`src/rtl/dual_port_ram_arbiter.sv`:
```
// dual_port_ram_arbiter: maps two requesters onto a write/read dual-port RAM,
// round-robins write-write conflicts and steers registered read data back.
module dual_port_ram_arbiter #(
  parameter int ADDR_W = 3,
  parameter int DATA_W = 8,
  parameter int CNT_W  = 8
) (
  input  logic              clk,
  input  logic              rst_n,
  input  logic              req0,
  input  logic              req1,
  input  logic              wr0,
  input  logic              wr1,
  input  logic [ADDR_W-1:0] addr0,
  input  logic [ADDR_W-1:0] addr1,
  input  logic [DATA_W-1:0] wdata0,
  input  logic [DATA_W-1:0] wdata1,
  output logic              gnt0,
  output logic              gnt1,
  output logic              rvalid0,
  output logic              rvalid1,
  output logic [DATA_W-1:0] rdata0,
  output logic [DATA_W-1:0] rdata1,
  output logic              ram_we,
  output logic [ADDR_W-1:0] ram_addr_a,
  output logic [ADDR_W-1:0] ram_addr_b,
  output logic [DATA_W-1:0] ram_data_in,
  input  logic [DATA_W-1:0] ram_dout_a,
  input  logic [DATA_W-1:0] ram_dout_b,
  output logic [CNT_W-1:0]  conflict_cnt
);
  localparam logic [CNT_W-1:0] CNT_ONE = CNT_W'(1);
  logic              w_both_wr;
  logic              w_sel_a1;
  logic              w_b_used;
  logic [DATA_W-1:0] w_rd0;
  logic [DATA_W-1:0] w_rd1;
  logic              r_rr;
  logic              r_pend0;
  logic              r_pend1;
  logic              r_bsel0;
  logic              r_bsel1;
  logic [DATA_W-1:0] r_hold0;
  logic [DATA_W-1:0] r_hold1;
  logic [CNT_W-1:0]  r_cnt;
  // w_sel_a1: R1 owns port A (sole requester, sole writer, or conflict winner)
  always_comb begin
    w_both_wr   = req0 & wr0 & req1 & wr1;
    w_sel_a1    = req1 & (~req0 | (wr1 & ~wr0) | (w_both_wr & r_rr));
    w_b_used    = req0 & req1 & ~w_both_wr;
    gnt0        = req0 & ~(w_both_wr & r_rr);
    gnt1        = req1 & ~(w_both_wr & ~r_rr);
    ram_we      = w_sel_a1 ? wr1 : (req0 & wr0);
    ram_addr_a  = w_sel_a1 ? addr1 : (req0 ? addr0 : '0);
    ram_addr_b  = w_b_used ? (w_sel_a1 ? addr0 : addr1) : '0;
    ram_data_in = ~ram_we ? '0 : (w_sel_a1 ? wdata1 : wdata0);
    w_rd0       = r_bsel0 ? ram_dout_b : ram_dout_a;
    w_rd1       = r_bsel1 ? ram_dout_b : ram_dout_a;
    rdata0      = r_pend0 ? w_rd0 : r_hold0;
    rdata1      = r_pend1 ? w_rd1 : r_hold1;
  end
  assign rvalid0      = r_pend0;
  assign rvalid1      = r_pend1;
  assign conflict_cnt = r_cnt;
  always_ff @(posedge clk or negedge rst_n) begin
    if (!rst_n) begin
      r_rr    <= 1'b0;
      r_pend0 <= 1'b0;
      r_pend1 <= 1'b0;
      r_bsel0 <= 1'b0;
      r_bsel1 <= 1'b0;
      r_hold0 <= '0;
      r_hold1 <= '0;
      r_cnt   <= '0;
    end else begin
      r_pend0 <= gnt0 & ~wr0;
      r_pend1 <= gnt1 & ~wr1;
      r_bsel0 <= w_sel_a1;
      r_bsel1 <= ~w_sel_a1;
      r_hold0 <= rdata0;
      r_hold1 <= rdata1;
      if (w_both_wr) r_rr <= ~r_rr;
      if (w_both_wr && r_cnt != '1) r_cnt <= r_cnt + CNT_ONE;
    end
  end
endmodule
```
`config.mk`:
```
export PLATFORM = sky130hd
export DESIGN_NAME = dual_port_ram_arbiter
export DESIGN_NICKNAME = d
export VERILOG_FILES = /design/src/rtl/dual_port_ram_arbiter.sv
export SDC_FILE = /design/constraint.sdc
export NUM_CORES = 1
export LEC_CHECK = 0
export ABC_AREA = 0
export BUFFER_PORTS_ARGS = -buffer_cell sky130_fd_sc_hd__buf_2
export CAP_MARGIN = 20
export CORE_AREA = 2 2 79 66
export CTS_CLUSTER_SIZE = 20
export DETAILED_ROUTE_END_ITERATION = 6
export DIE_AREA = 0 0 81 68
export PLACE_DENSITY = 0.66
export REMOVE_ABC_BUFFERS = 1
export SETUP_SLACK_MARGIN = 0.5
export SKIP_CTS_REPAIR_TIMING = 1
export SLEW_MARGIN = 10
export SYNTH_ARGS = -nofsm -noshare
export SYNTH_HDL_FRONTEND = slang
export SYNTH_SLANG_ARGS = --single-unit
```
`constraint.sdc`:
```
create_clock -name clk -period 1.5 [get_ports clk]
set_input_delay 0.3 -clock clk [delete_from_list [all_inputs] [get_ports clk]]
set_output_delay 0.3 -clock clk [all_outputs]
set_load 0.01 [all_outputs]
```
==> results of run 1 <==
==> flip-flops by register name, summed over array words and instances, names as in the netlist <==
register,count
conflict_cnt,8
r_hold0,8
r_hold1,8
r_bsel0,1
r_bsel1,1
r_rr,1
rvalid0,1
rvalid1,1
==> per-stage QoR <==
step	worst slack, ns	std cells	setup TNS [ns]
6_report	-0.331	373	-5.43
5_1_grt	-0.405	373	-7.39
4_1_cts	-0.373	336	-8.55
3_5_place_dp	-0.128	328	-1.42
3_3_place_gp	-0.0597	328	-0.603
2_1_floorplan	-0.0587	164	-0.646
==> power by group through the flow <==
stage / registers [mW] / logic (mW) / clock network, mW
after CTS: 1.02 / 0.758 / 0.605
after detailed placement: 1.03 / 0.756 / 0
after floorplan: 1.06 / 0.335 / 0
after global placement: 1.03 / 0.742 / 0
final: 1.02 / 1.34 / 0.588
after global routing: 1.04 / 1.45 / 0.644
==> worst max-delay path by stage <==
stage | endpoint | depth (start not counted)
after detailed placement | ram_addr_a[2] | 7
after global routing | ram_data_in[5] | 7
after CTS | ram_data_in[5] | 6
after floorplan | ram_addr_a[0] | 5
after global placement | ram_data_in[3] | 7
final | ram_data_in[5] | 7
==> area by class of cell <==
cell class | count | area (sq um) | area share
clock buffers | 8 | 80.1 | 0.0268
inverters | 4 | 21.3 | 0.00713
multi-input cells | 131 | 972 | 0.326
flip-flops and latches | 29 | 732 | 0.245
well taps | 62 | 77.6 | 0.0260
repair buffers | 139 | 1100 | 0.369
==> synth_stat cells, types with 3 or more instances <==
cell | number | area (sq um)
nand3_1 | 6 | 30.0
o21ai_0 | 12 | 60.1
buf_6 | 3 | 33.8
dfrtp_1 | 29 | 726
nor2_1 | 17 | 63.8
nand2_1 | 21 | 78.8
inv_1 | 4 | 15.0
nor2b_1 | 3 | 18.8
a31oi_1 | 4 | 25.0
clkbuf_1 | 9 | 33.8
a21oi_1 | 22 | 110
xnor2_1 | 3 | 26.3
nand4_1 | 11 | 68.8
mux2i_1 | 16 | 160
==> routing by layer <==
metal  track usage  vias to the layer above
met5             0                        -
met4        0.0593                        0
met3        0.0435                        2
met2         0.265                       72
met1         0.170                      875
li1              -                      899
==> cells by family (layout without fill, tap and decap cells) <==
kind of cell / after synthesis / in the layout / synth area share
buffers and inverters: 18 / 151 / 0.0577
adders and majority gates: 1 / 1 / 0.00779
muxes: 17 / 17 / 0.107
xor gates and xnor gates: 3 / 3 / 0.0164
DFF: 29 / 29 / 0.452
AOI/OAI and AO/OA: 46 / 46 / 0.162
and+or+nand+nor: 64 / 64 / 0.197
==> layout by cell type (no fill, tap or decap), drive strengths merged, types with 4 or more instances in the layout <==
cell    instances
nand4          11
a31oi           4
dfrtp          29
mux2i          16
nor2           17
nand3           6
a21oi          23
clkbuf         11
o21ai          14
nand2          21
buf           136
==> summary.md, run 1 <==
| Metric | Value |
|---|---|
| Status | `complete, but fails checks` |
| Failing checks | `negative setup slack` |
| Clk sinks | `29` |
| RSZ-0062 raised after global routing | `yes` |
| WL per Instance | `13.7 um` |
| Skew-Pair Late Insertion Delay | `0.27 ns` |
| Antenna-violating nets left | `0` |
| First-pass GRT wire length | `6290 um` |
| Final WS setup | `-0.331 ns` |
| Critical Path Start Type | `flop` |
| Internal cell power | `2.01 mW` |
| Crit path max-delay family | `buffers and inverters` |
| WHS | `0.0508 ns` |
| Fin crit share | `1.22` |
| Port bufs | `86` |
| Sequential fraction of the synthesis area | `0.452` |
| DR WL met2 | `2610 um` |
| I/O pin cnt | `87` |
| Max Freq | `0.546 GHz` |
| Number of hold violations in the final report | `0` |
| CTS Root Buffer Type | `clkbuf_8` |
| Via Count | `1,848` |
| Synth-to-layout area growth | `85.9%` |
| EDFF count, synth | `0` |
| CP Launch Point | `r_rr` |
| Die Area | `0.00551 sq mm` |
| Required time of the critical path | `1.20 ns` |
| CP cell instances | `nor2b_2 > o21ai_2 > nand2_2 > clkinvlp_4 > buf_6 > o21ai_2 > buf_2` |
| Routed wl met3 | `309 um` |
| GPL Wtd Cong | `0.816` |
| Comb power frac | `0.455` |
| Routed WL | `5110 um` |
| Layout fillers | `400` |
| Num CTS Buffers | `5` |
| Reg clk slew, reported paths | `0.06 ns` |
| Vias per cell | `4.95` |
| TritonCTS clock tree | `done` |
| Fin. max-slew vios | `0` |
| CP Data Arrival Time | `1.53 ns` |
| Hold Path Class | `in2async` |
| Mapped Avg Cell Area | `9.02 sq um` |
| Register-to-register setup slack | `0.13 ns` |
| # rows | `23` |
| Yosys cell types | `27` |
| Die Ht | `68 um` |
| Area after DPL | `0.00217 sq mm` |
| Peak supply drop | `0.419 mV` |
| Switching Fraction | `0.318` |
| H-tree depth | `2` |
| Initial antenna violation count | `0` |
| Ys flop type | `dfrtp_1` |
| Critical Path Most Common Cell | `o21ai_2` |
| GR Overflow Total | `0` |
| CP max FO | `6` |
| Clock Skew | `0.00453 ns` |
| #FFs+latches synth | `29` |
| Ys Warns | `0` |
| Layout net count | `355` |
| Post-synthesis cell count | `178` |
| DRT Pass-1 Iters | `4` |
| Final HPWL DP | `2940 um` |
| Pwr dens | `989 mW/mm^2` |
| Largest net degree at the start of global routing | `30` |
| Tot Pwr | `2.95 mW` |
| Critical path class | `reg2out` |
| Final Setup Violations | `30` |
| Leakage | `1.43 nW` |
| Worst-margin pin slew | `0.638 ns` |
| Metal-1 WL | `2160 um` |
| Global Route Usage Sum | `0.149` |
| Critical R2R Launch | `conflict_cnt[1]` |
| Slew HR | `0.575` |
| Core area | `0.00478 sq mm` |
| Final min period | `1.83 ns` |
| Reg2reg end | `conflict_cnt[1]` |
| Mapped cell area | `0.00161 sq mm` |
| Initial Util | `0.336` |
| Max Cap Viol | `0` |
| Vias in the first global route | `1,500` |
| Share of layout cells above drive strength 1 | `0.633` |
| Drt initial violations | `38` |
| # diodes | `0` |
| Clock Power Share | `0.199` |
| CP max stage delay | `0.40 ns` |
| P_sw | `0.937 mW` |
| Top Layer Used | `met4` |
| Slowest cell on crit path | `dfrtp_1` |
| Seq pwr share | `0.346` |
| Reg2Reg Depth | `4` |
| Final instance area | `0.00298 sq mm` |
| FFs w/ async S/R, synth | `1.00` |
| Buf+Inv Stages, Crit Path | `3` |
| Drt drc | `0` |
| Deepest clock path buffer count | `2` |
| Die X | `81 um` |
| Crit. End Element | `primary output` |
| Final core occ | `0.625` |
Power figures use the tool's default switching activity.
==> run 2: changes to the inputs <==
- ABC_AREA: 0 -> 1
- CAP_MARGIN: 20 -> default
- CORE_AREA: 2 2 79 66 -> 2 2 81 67
- DIE_AREA: 0 0 81 68 -> 0 0 83 69
- PLACE_DENSITY: 0.66 -> 0.65
==> run 2 against run 1 <==
Compared with the run above: the flow still finishes with violations (negative setup slack); clock power increased by 6.5%; clock-buffer cell count fell by 3; sequential share of layout area increased by 0.26 points; register-to-register slack better by 0.03 ns; final cell count is 13% higher; fmax increased by 6.2%; first-iteration DRC count rose by 79%; critical path type unchanged.
==> summary.md, run 2 <==
| Metric | Value |
|---|---|
| Clock Skew | `0.00686 ns` |
| Core area | `0.00492 sq mm` |
| Ys Warns | `0` |
| Peak supply drop | `0.618 mV` |
| Final min period | `1.72 ns` |
| H-tree depth | `2` |
| Number of hold violations in the final report | `0` |
| Required time of the critical path | `1.20 ns` |
| First-pass GRT wire length | `7290 um` |
| Most frequent cell after synthesis | `nand2_1` |
| Routed WL | `5440 um` |
| Hold Path Class | `in2async` |
| WL per Instance | `13.0 um` |
| DRT Pass-1 Iters | `4` |
| Final WS setup | `-0.224 ns` |
| CTS Root Buffer Type | `clkbuf_8` |
| GPL Wtd Cong | `0.754` |
| Die Ht | `69 um` |
| Initial antenna violation count | `0` |
| CP Data Arrival Time | `1.42 ns` |
| EDFF count, synth | `0` |
| Reg2reg end | `conflict_cnt[2]` |
| Reg clk slew, reported paths | `0.07 ns` |
| Skew-Pair Late Insertion Delay | `0.28 ns` |
| Fin crit share | `1.15` |
| Layout net count | `402` |
| Post-Synth XOR/XNOR Area | `0.0316` |
| Sequential fraction of the synthesis area | `0.437` |
| Ys flop type | `dfrtp_1` |
| Worst-margin pin slew | `0.375 ns` |
| Max Cap Viol | `0` |
| Area after DPL | `0.00229 sq mm` |
| Final Setup Violations | `31` |
| Vias per cell | `4.66` |
| Register-to-register setup slack | `0.16 ns` |
| Die X | `83 um` |
| Initial Util | `0.338` |
| Drt drc | `0` |
| Port bufs | `86` |
| Status | `complete, but fails checks` |
| Antenna-violating nets left | `0` |
| Largest net degree at the start of global routing | `30` |
| Max Freq | `0.580 GHz` |
| Failing checks | `negative setup slack` |
| Final instance area | `0.00295 sq mm` |
| # diodes | `0` |
| Mapped cell area | `0.00166 sq mm` |
| Final HPWL DP | `3280 um` |
| Die Area | `0.00573 sq mm` |
| GR Overflow Total | `0` |
| CP max FO | `5` |
| Drt initial violations | `68` |
| Via Count | `1,956` |
| CP Launch Point | `r_bsel0` |
| RSZ-0062 raised after global routing | `yes` |
| Num CTS Buffers | `5` |
| Slew HR | `0.750` |
| Synth-to-layout area growth | `77.4%` |
| Most frequent cells in the layout | `buf_2, nand2_1, buf_4, nor2_1` |
| Yosys top cell area share | `0.437` |
| Post-synthesis cell count | `225` |
| Fin. max-slew vios | `0` |
| Deepest clock path buffer count | `2` |
| Mapped Avg Cell Area | `7.38 sq um` |
| Leakage | `1.52 nW` |
| Synth area leader | `dfrtp_1` |
| Synth Area in Adders | `0.00753` |
| Top post-synthesis cells by area | `dfrtp_1, nand2_1, a21oi_1, o21a_1, nor2_1` |
| Post-Synth Simple-Gate Area | `0.282` |
| Pwr dens | `897 mW/mm^2` |
| Compound-Gate Fraction of Synth Area | `0.161` |
| Yosys cell types | `19` |
| Clk sinks | `29` |
| Global Route Usage Sum | `0.152` |
| TritonCTS clock tree | `done` |
| Commonest cells in the netlist | `nand2_1, dfrtp_1, nor2_1` |
| I/O pin cnt | `87` |
| Vias in the first global route | `1,633` |
| Crit. End Element | `primary output` |
| FFs w/ async S/R, synth | `1.00` |
| Share of layout cells above drive strength 1 | `0.553` |
| Pre-CTS WS | `-0.106 ns` |
| Critical Path Start Type | `flop` |
| Post-synthesis mux area share | `0` |
| # rows | `23` |
| Reg2Reg Depth | `8` |
| Main combinational cell family by area after synthesis | `simple AND/OR/NAND/NOR gates` |
| Critical R2R Launch | `conflict_cnt[0]` |
| Commonest non-fill, non-tap cell in the layout | `buf_2` |
| Critical path class | `reg2out` |
| #FFs+latches synth | `29` |
-- run 2: cell types whose count changed after synthesis, sizes merged, moves of 12 or more --
cell	before	now
nand2	21	63
inv	4	21
mux2i	16	0
o21a	2	16
nor2	17	29
o21ai	14	2
-- run 2: kinds of logic after synthesis --
| kind of cell | Yosys count |
|---|---|
| flip-flops | 29 |
| buffers and inverters | 32 |
| XOR/XNOR | 6 |
| adder cells (fa/ha/maj) | 1 |
| AND/OR/NAND/NOR | 112 |
| AO/OA/AOI/OAI | 45 |
-- run 2: report_power, final --
part,switching [mW],total (mW),internal [mW],leakage (nW)
Combinational,0.483,1.05,0.564,1.14
Clock,0.306,0.626,0.319,0.0439
Sequential,0.0727,0.972,0.899,0.334
Total,0.862,2.65,1.78,1.52
-- run 2: layout make-up --
type                       instances  area [sq um]
clock inverter                     3          17.5
timing repair buffer             136           996
clock buffer                       5          68.8
inverter                          21          81.3
sequential                        29           731
multi-input combinational        164           976
tap                               62          77.6
fill                             471          1970
-- run 2: worst max-delay path, cell delays in order, from the launching register on --
cell and delay [ns]:
dfrtp_2 0.46, buf_6 0.14, o21a_1 0.19, a21oi_2 0.19, buf_2 0.16
-- run 2: through the flow --
stage | hold WS (ns) | setup TNS [ns] | util | power, mW | cells
detailed placement | 0.331 | -1.11 | 0.465 | 1.65 | 382
finish | 0.0154 | -3.97 | 0.599 | 2.65 | 420
floorplan | 0.00441 | -0.290 | - | 1.30 | 214
CTS | 0.0268 | -7.07 | 0.483 | 2.28 | 390
global placement | 0.328 | -0.654 | 0.465 | 1.63 | 382
global route | 0.0401 | -6.48 | 0.599 | 2.82 | 420
-- run 2: worst max path at each step --
stage                endpoint  cells past startpoint  slack, ns
2_1_floorplan   ram_addr_b[0]                      8      -0.08
3_3_place_gp   ram_data_in[7]                     10      -0.06
3_5_place_dp    ram_addr_b[0]                     10      -0.11
4_1_cts             rdata0[1]                      3      -0.30
5_1_grt        ram_data_in[5]                      7      -0.27
6_report            rdata0[6]                      4      -0.22
-- run 2: routing by layer --
metal,global-route usage,share of wire
met1,0.203,0.44
met2,0.246,0.50
met3,0.0383,0.044
met4,0.0383,0.016
met5,0,0
==> run 3: changes to the inputs <==
- CORE_AREA: 2 2 81 67 -> 2 2 75 62
- DIE_AREA: 0 0 83 69 -> 0 0 77 64
- PLACE_DENSITY: 0.65 -> 0.75
==> run 3 against run 2 <==
Compared with the run above: the flow still finishes with violations (negative setup slack); sequential share of layout area down 0.24 points; register-to-register slack worse by 0.02 ns; clock-buffer cell count up 2; clock skew down 0.0039 ns; final area up 0.81%; core utilization up 12 points; via count up 2.2%; global-route usage up 2.1 points; critical path depth up 3; final cell count down 0.48%; power up 3.2%; largest cell class unchanged.
==> summary.md, run 3 (synthesis results as in run 2) <==
| Metric | Value |
|---|---|
| Core area | `0.00415 sq mm` |
| Share of layout cells above drive strength 1 | `0.540` |
| Initial Util | `0.400` |
| DR WL met2 | `2680 um` |
| Final min period | `1.77 ns` |
| Drt initial violations | `86` |
| DRT Pass-1 Iters | `4` |
| Peak supply drop | `0.783 mV` |
| Failing checks | `negative setup slack` |
| Critical R2R Launch | `conflict_cnt[1]` |
| Fin. max-slew vios | `0` |
| Commonest non-fill, non-tap cell in the layout | `buf_2` |
| CP Data Arrival Time | `1.47 ns` |
| Slew HR | `0.586` |
| P_sw | `0.857 mW` |
| CP max FO | `8` |
| Cells after DPL | `378` |
| Skew-Pair Late Insertion Delay | `0.28 ns` |
| Antenna-violating nets left | `0` |
| Drt drc | `0` |
| Seq pwr share | `0.359` |
| Comb power frac | `0.382` |
| Layout Cells excl Fill | `418` |
| Most frequent cells in the layout | `buf_2, nand2_1, buf_4, nor2_1, dfrtp_1` |
| Leakage | `1.56 nW` |
| Largest net degree at the start of global routing | `30` |
| # diodes | `0` |
| Pwr dens | `918 mW/mm^2` |
| First-pass GRT wire length | `6870 um` |
| Synth-to-layout area growth | `78.8%` |
| Initial antenna violation count | `0` |
| Die X | `77 um` |
| Routed wl met3 | `332 um` |
| Internal cell power | `1.87 mW` |
| Routed WL | `5450 um` |
| Global Route Usage Sum | `0.173` |
| Die Ht | `64 um` |
| Max Freq | `0.566 GHz` |
| H-tree depth | `2` |
| Fin crit share | `1.18` |
| Reg2reg end | `conflict_cnt[0]` |
| Register-to-register setup slack | `0.14 ns` |
| Final instance area | `0.00297 sq mm` |
| Metal-1 WL | `2290 um` |
| I/O pin cnt | `87` |
| Layout net count | `405` |
| Required time of the critical path | `1.20 ns` |
| Critical path class | `reg2out` |
| Max Cap Viol | `0` |
| Port bufs | `86` |
| Clock Skew | `0.00301 ns` |
| Deepest clock path buffer count | `2` |
| Reg clk slew, reported paths | `0.06 ns` |
| Clock Power Share | `0.258` |
| Die Area | `0.00493 sq mm` |
| Via Count | `1,999` |
| Number of hold violations in the final report | `0` |
| WL per Instance | `13.0 um` |
| TritonCTS clock tree | `done` |
| RSZ-0062 raised after global routing | `yes` |
| Top Layer Used | `met4` |
| Hold Path Class | `in2async` |
| Critical Path Start Type | `flop` |
| Final Setup Violations | `31` |
| Final WS setup | `-0.266 ns` |
| Vias per cell | `4.78` |
| GPL Wtd Cong | `0.890` |
| Status | `complete, but fails checks` |
| Clk sinks | `29` |
| Crit. End Element | `primary output` |
| Vias in the first global route | `1,609` |
| Final HPWL DP | `3180 um` |
| Area after DPL | `0.00229 sq mm` |
| # rows | `21` |
| GR Overflow Total | `0` |
| Switching Fraction | `0.314` |
| Worst-margin pin slew | `0.621 ns` |
| CTS Root Buffer Type | `clkbuf_8` |
| Reg2Reg Depth | `8` |
| Num CTS Buffers | `5` |
[run 3: changes by cell type in the layout (fill, tap and decap cells not counted), sizes merged]
cell / previous run / this run
clkbuf: 6 / 10
clkdlybuf4s15: 1 / 0
clkinvlp: 1 / 0
buf: 134 / 136
clkinv: 2 / 1
[run 3: cell type report]
type	count	area, sq um
clock buffers	7	96.3
repair buffers	139	1040
clock inverters	1	5.00
fillers	337	1180
multi-input cells	164	955
inverters	21	78.8
flip-flops and latches	29	729
well taps	57	71.3
[run 3: metal layers]
layer  global-route usage  up-vias
met4               0.0647        0
met1                0.222      916
li1                     -      991
met2                0.276       78
met3               0.0523       14
met5                    0        -
[run 3: worst max-delay path, stage by stage (launching register included)]
cell	delay, ns
dfrtp_1	0.42
nand2_2	0.10
nand2_4	0.08
nand2_4	0.12
buf_12	0.12
nand2_1	0.08
a21oi_2	0.12
buf_2	0.15
[run 3: worst max path at each step]
stage / cells past startpoint / slack (ns) / start / end
after floorplan: 8 / -0.08 / req1 / ram_addr_b[0]
after global placement: 10 / -0.06 / req0 / ram_addr_b[2]
after detailed placement: 10 / -0.12 / req0 / ram_data_in[4]
after CTS: 3 / -0.29 / r_bsel0 / rdata0[4]
after global routing: 7 / -0.32 / r_rr / ram_data_in[4]
final: 7 / -0.27 / r_rr / ram_data_in[4]
[run 3: per-stage QoR]
| step | setup slack [ns] | hold slack, ns | util | total power [mW] | TNS, ns |
|---|---|---|---|---|---|
| 2_1_floorplan | -0.0827 | 0.00441 | - | 1.30 | -0.290 |
| 3_3_place_gp | -0.0626 | 0.354 | 0.552 | 1.63 | -0.767 |
| 3_5_place_dp | -0.123 | 0.359 | 0.552 | 1.65 | -1.23 |
| 4_1_cts | -0.286 | 0.0493 | 0.576 | 2.36 | -6.57 |
| 5_1_grt | -0.324 | 0.0876 | 0.716 | 2.87 | -6.82 |
| 6_report | -0.266 | 0.0313 | 0.716 | 2.73 | -4.89 |
[run 3: power groups by stage]
stage	registers (mW)	logic, mW	clock network [mW]
finish	0.980	1.04	0.705
global route	0.991	1.13	0.756
CTS	0.974	0.664	0.725
detailed placement	0.988	0.660	0
global placement	0.982	0.647	0
floorplan	1.00	0.296	0
